### src/rtl/cache_arbiter.sv
// Two-port round-robin arbiter in front of a single mem_cache port.
// Each grant holds the strobes for ACCESS_CYCLES cycles, then acks the winner for one cycle.
module cache_arbiter #(
  parameter int unsigned ACCESS_CYCLES = 2,
  parameter int unsigned ADDR_W        = 16,
  parameter int unsigned DATA_W        = 32
) (
  input  logic              clk,
  input  logic              rst_n,
  input  logic              req0,
  input  logic              req1,
  input  logic              we0,
  input  logic              we1,
  input  logic [ADDR_W-1:0] addr0,
  input  logic [ADDR_W-1:0] addr1,
  input  logic [DATA_W-1:0] wdata0,
  input  logic [DATA_W-1:0] wdata1,
  output logic              ack0,
  output logic              ack1,
  output logic [DATA_W-1:0] rdata0,
  output logic [DATA_W-1:0] rdata1,
  output logic              mem_read,
  output logic              mem_write,
  output logic [ADDR_W-1:0] mem_addr,
  output logic [DATA_W-1:0] mem_wdata,
  input  logic [DATA_W-1:0] mem_rdata,
  output logic              busy,
  output logic              last_grant
);

  typedef enum logic [1:0] {IDLE, ACCESS, DONE} state_t;

  state_t            state_q, state_d;
  logic [3:0]        cnt_q, cnt_d;
  logic              gnt_q, gnt_d;
  logic              we_q, we_d;
  logic              last_q, last_d;
  logic [ADDR_W-1:0] addr_q, addr_d;
  logic [DATA_W-1:0] wdata_q, wdata_d;
  logic [DATA_W-1:0] rdata0_q, rdata0_d;
  logic [DATA_W-1:0] rdata1_q, rdata1_d;
  logic              win;

  always_ff @(posedge clk or negedge rst_n) begin
    if (!rst_n) begin
      state_q  <= IDLE;
      cnt_q    <= '0;
      gnt_q    <= 1'b0;
      we_q     <= 1'b0;
      last_q   <= 1'b1;
      addr_q   <= '0;
      wdata_q  <= '0;
      rdata0_q <= '0;
      rdata1_q <= '0;
    end else begin
      state_q  <= state_d;
      cnt_q    <= cnt_d;
      gnt_q    <= gnt_d;
      we_q     <= we_d;
      last_q   <= last_d;
      addr_q   <= addr_d;
      wdata_q  <= wdata_d;
      rdata0_q <= rdata0_d;
      rdata1_q <= rdata1_d;
    end
  end

  always_comb begin
    state_d  = state_q;
    cnt_d    = cnt_q;
    gnt_d    = gnt_q;
    we_d     = we_q;
    last_d   = last_q;
    addr_d   = addr_q;
    wdata_d  = wdata_q;
    rdata0_d = rdata0_q;
    rdata1_d = rdata1_q;
    // On a tie the port that did not complete last wins.
    win      = (req0 & req1) ? ~last_q : req1;
    case (state_q)
      IDLE: begin
        if (req0 | req1) begin
          gnt_d   = win;
          we_d    = win ? we1 : we0;
          addr_d  = win ? addr1 : addr0;
          wdata_d = win ? wdata1 : wdata0;
          cnt_d   = 4'(ACCESS_CYCLES - 1);
          state_d = ACCESS;
        end
      end
      ACCESS: begin
        if (cnt_q == 4'd0) begin
          state_d = DONE;
          if (!we_q) begin
            if (gnt_q) rdata1_d = mem_rdata;
            else       rdata0_d = mem_rdata;
          end
        end else begin
          cnt_d = cnt_q - 4'd1;
        end
      end
      DONE: begin
        last_d  = gnt_q;
        state_d = IDLE;
      end
      default: state_d = IDLE;
    endcase
  end

  assign busy       = (state_q != IDLE);
  assign mem_read   = (state_q == ACCESS) & ~we_q;
  assign mem_write  = (state_q == ACCESS) &  we_q;
  assign mem_addr   = addr_q;
  assign mem_wdata  = wdata_q;
  assign ack0       = (state_q == DONE) & ~gnt_q;
  assign ack1       = (state_q == DONE) &  gnt_q;
  assign rdata0     = rdata0_q;
  assign rdata1     = rdata1_q;
  assign last_grant = last_q;

endmodule

### config.mk
export PLATFORM = sky130hd
export DESIGN_NAME = cache_arbiter
export DESIGN_NICKNAME = d
export VERILOG_FILES = /design/src/rtl/cache_arbiter.sv
export SDC_FILE = /design/constraint.sdc
export NUM_CORES = 1
export LEC_CHECK = 0
export BUFFER_PORTS_ARGS = -buffer_cell sky130_fd_sc_hd__buf_2
export CORE_MARGIN = 8
export CORE_UTILIZATION = 31
export CTS_BUF_LIST = sky130_fd_sc_hd__clkbuf_4 sky130_fd_sc_hd__clkbuf_8
export DETAILED_ROUTE_END_ITERATION = 12
export GPL_TIMING_DRIVEN = 1
export PLACE_DENSITY = 0.56
export SLEW_MARGIN = 20
export SYNTH_ARGS = -nofsm -noshare
export SYNTH_HDL_FRONTEND = slang
export SYNTH_SLANG_ARGS = --single-unit
### constraint.sdc
create_clock -name clk -period 2.15 [get_ports clk]
set_clock_uncertainty 0.05 [all_clocks]
set_input_delay 0.1075 -clock clk [delete_from_list [all_inputs] [get_ports clk]]
set_output_delay 0.1075 -clock clk [all_outputs]
set_load 0.05 [all_outputs]
# --- Word level (Yosys, flattened, before mapping) ---
# Cells that the tools add are included.
word_totals:
  ff_bits: 121
  in_bits: 134
  output_inout_bits: 118
  wordCells: 43
op_classes:
  n_addsub: 1
  eq_ne: 5
  muxes: 10
  n_bitwise: 9
  n_reduce_logical: 9
ops:
  columns: ["cell", "n"]
  rows:
  - ["$mux 32", 1]
  - ["$mux 16", 1]
  - ["$mux 4", 2]
  - ["$pmux 4 s2", 1]
  - ["$reduce_and 4->1", 2]
  - ["$ne 2x2->1 const B", 3]
  - ["$and 1x1->1", 5]
  - ["$logic_not 4->1", 1]
  - ["$mux 2", 2]
  - ["$pmux 2 s2", 1]
  - ["$reduce_and 2->1", 2]
  - ["$reduce_bool 2->1", 2]
  - ["$sub 4x1->4 const B", 1]
  - ["$not 1->1", 3]
  - ["$reduce_and 3->1", 1]
  - ["$eq 2x1->1 const B", 1]
  - ["$eq 2x2->1 const B", 1]
  - ["$logic_not 2->1", 1]
  - ["$mux 1", 2]
  - ["$or 1x1->1", 1]

# --- Longest topological paths before layout ---
logic_depth:
  word_depth: 3
  ltp_mapped: 7
  mapped_depth_nobuf: 5

# --- Worst setup path after synthesis ---
# OpenSTA, ideal clock, no wires.
synth_timing:
  path_type: "reg2reg"
  from: "reg cnt_q[0]"
  to: "reg rdata0_q[10], in the netlist rdata0[10]"
  setup_ps: 125
  arrival_time_ps: 2006
  path_slack_ps: -31
  path_stages_with_launch: 8
  period_less_slack_ps: 2181
  path_cell_list: "dfrtp_1 inv_1 ha_1 or3b_4 or4_4 buf_6 buf_12 mux2_4"
synth_between:
  elab_chain_len: 2
synth_rtl:
  columns: ["element", "line_no", "text"]
  rows:
  - ["from (decl)", "34", "logic [3:0] cnt_q, cnt_d;"]
  - ["from (signal assigned)", "57", "cnt_q <= cnt_d;"]
  - ["$logic_not 4->1", "92", "if (cnt_q == 4'd0) begin"]
  - ["$reduce_and 4->1 (no line)", null, null]
  - ["to (signal assigned)", "63", "rdata0_q <= rdata0_d;"]
  - ["to (decl)", "40", "logic [DATA_W-1:0] rdata0_q, rdata0_d;"]
# Every way passes these cells.
# A chain may end at the register's enable or synchronous reset.

# --- Final worst setup path ---
layout_timing:
  from: "reg cnt_q[0]"
  to: "reg rdata0_q[17], in the netlist rdata0[17]"
# The elaborated chain is that of the path after synthesis.

==> impl_metrics.toml <==
[floorplanning]
pin_count = 252
placementRows = 48
initial_utilization_pct = 31.5
dieArea_mm2 = 0.0220
die_w_um = 148
core_area_mm2 = 0.0172
dieHeight_um = 148

[timing]
slew-limit-headroom_pct = 65.6
period_minus_slack_ns = 2.18
hold_viol_final = 0
final.setup.worst_slack_ns = -0.0250
fin_crit_sh_pct = 101
fmax_mhz = 460
rsz0062_at_grt = "yes"
slew_viol_final = 0
worst_slew_pin_slew_ns = 0.517
final-setup-viol-count = 44
tns_ns = -0.690

[global_routing]
grt_pass1_wl_um = 28700
track_usage_pct = 16.2
grt_overflow = 0
antenna_found_initial = 1
grt_pass1_vias = 5733
grt_max_degree = 75

[yosys]
synthFlopType = "dfrtp_1"
synth_top_area_share_pct = 55.4
ys_ff_latch = 121
synth_area_leaders = "dfrtp_1, mux2_4, nand2_1"
yosysSeqAreaShare_pct = 55.9
yosys.area.top_type = "dfrtp_1"
yosysWarnings = 0
synthesis.area_mm2 = 0.00542
synth_common_cells = "dfrtp_1, nand2_1, mux2_4"
synth-edff-count = 0
syn_nets = 597
synth.most_common_cell = "dfrtp_1"
avgSynthCellArea_um2 = 11.8
synthCells = 461
synth-async-reset-ratio_pct = 100
ys_types = 32

[job]
cap_violations = 0

[worst_setup_path]
critPathKind = "reg -> reg"
cp.required_ns = 2.41
r2r-start = "cnt_q[0]"
critPathMaxFanout = 16
cp-startpoint = "cnt_q[0]"
critPathCaptureType = "register"
critPathLaunchType = "register"
crit_arrival_ns = 2.44

[worst_hold_path]
hp-start = "req1"
hold_class = "in -> reg"

[cts]
cts.sink_count = 121
cts_root_buf = "clkbuf_8"
clk_pin_slew_ns = 0.07
cts_max_level = 4
cts_tree = "yes"
cts-root-to-sink-buffers = 2
cts_buffers = 17
clock_latency_ns = 0.43

[pwr]
p_sw_share_pct = 48.6
p_leak_nw = 4.37
p_sw_w = 0.00784
power_w = 0.0161
p_int_w = 0.00830
pwr-share-comb_pct = 58.7
p_seq_share_pct = 25.8
clockPowerShare_pct = 15.5
power.density_mw_per_mm2 = 1830
worst_ir_drop_vdd_mv = 1.14

[placement]
place_congestion = 0.793
io_buffers = 251
dp_hpwl_um = 11700

[layout]
drive_above_1_share_pct = 44.2
syn_to_final_growth_pct = 62.8
final_nets = 982

[run_status]
violations = "negative setup slack"
outcome = "finished, violations left"

[route]
first_pass_iters = 4
ant_nets = 0
vias = 5089
wl_per_cell_um = 16.8
routed_wl_um = 18200
drt-initial-drc-count = 189
route.detailed.drc = 0
vias_per_cell = 4.69
## sequential cells by signal, indices dropped and copies added (netlist names)
| register | count |
|---|---|
| cnt_q | 4 |
| we_q | 1 |
| state_q | 2 |
| gnt_q | 1 |
| rdata1 | 32 |
| rdata0 | 32 |
| mem_wdata | 32 |
| last_grant | 1 |
| mem_addr | 16 |
## layout make-up
type                       count  area, um2
sequential                   121       3030
clock buffer                  17        234
fill                        1518       8350
clock inverter                15        246
inverter                       5       18.8
timing repair buffer         403       2860
tap                          225        282
multi-input combinational    298       2150
antenna                        1       2.50
## critical path, cell delays in order (launching register included)
cell     delay (ns)
dfrtp_1        0.40
inv_2          0.10
ha_4           0.13
or3b_4         0.38
or4_4          0.49
buf_16         0.20
mux2_4         0.31
## power by group through the flow
stage               Clock (W)  Sequential [W]  Combinational [W]
finish                0.00249         0.00417            0.00948
global route          0.00267         0.00430             0.0100
CTS                   0.00256         0.00415            0.00939
detailed placement          0         0.00417            0.00839
global placement            0         0.00418            0.00827
floorplan                   0         0.00788            0.00253
## layout by cell type (no fill, tap or decap), types with 2 or more instances in the layout
cell type,netlist,layout
buf_2,0,250
dlygate4sd3_1,0,132
dfrtp_1,120,120
nand2_1,101,101
mux2_4,60,60
a21oi_1,52,52
a31oi_1,49,49
clkbuf_8,0,17
buf_4,0,11
bufinv_16,0,6
nor2_1,5,4
mux2_2,4,4
inv_1,5,3
clkinv_2,0,3
clkinv_4,0,3
buf_12,6,3
inv_2,0,2
nand2b_1,2,2
nor2b_1,2,2
and2_1,3,2
or4_4,2,2
nor3_1,2,2
inv_6,0,2
clkbuf_16,0,2
buf_6,2,2
buf_16,0,2
## stage by stage
stage	hold slack (ns)	utilization, %	worst slack, ns	std cells	instance area [um2]
after floorplan	-0.238	-	0.0115	461	5430
after global routing	0.0992	51.4	-0.0946	1085	8820
after global placement	-0.0899	40.2	0.0243	914	6910
after detailed placement	-0.0887	40.2	-0.00889	914	6910
after CTS	0.0564	50.7	-0.0218	1078	8710
final	0.0894	51.4	-0.0250	1085	8820
## path summary, 6_finish.rpt
check,cells past startpoint,endpoint,slack (ns)
max,6,rdata0[17],-0.03
min,4,state_q[0],0.09
max reg2reg,6,rdata0[17],-0.03
min reg2reg,1,rdata0[19],0.45
max in group asynchronous,3,rdata0[24],1.02
min in group asynchronous,3,rdata0[1],0.22
## metal layers
metal	global-route usage, %	part of all wire [%]	vias to the layer above
met5	0	0	-
met4	6.94	2.0	0
met3	5.99	8.1	32
met2	26.5	48	220
met1	18.7	42	2455
li1	-	-	2382
## cells by family after synthesis
| kind of cell | Yosys count | share of synthesized area, % |
|---|---|---|
| compound gates | 109 | 11.6 |
| fa+ha+maj | 2 | 0.462 |
| buf+inv | 42 | 4.99 |
| flops | 121 | 55.9 |
| mux | 64 | 17.5 |
| simple gates | 123 | 9.58 |
## what timing repair did
| item | in CTS | in global routing |
|---|---|---|
| setup endpoints to repair | 52 | 86 |
| cloned | 0 | 4 |
| buffers inserted | 0 | 2 |
| hold buffers | 132 | 0 |
| hold endpoints to repair | 233 | 0 |
| pin swaps | 0 | 0 |
| resized for setup | 0 | 5 |
Power figures use the tool's default switching activity.
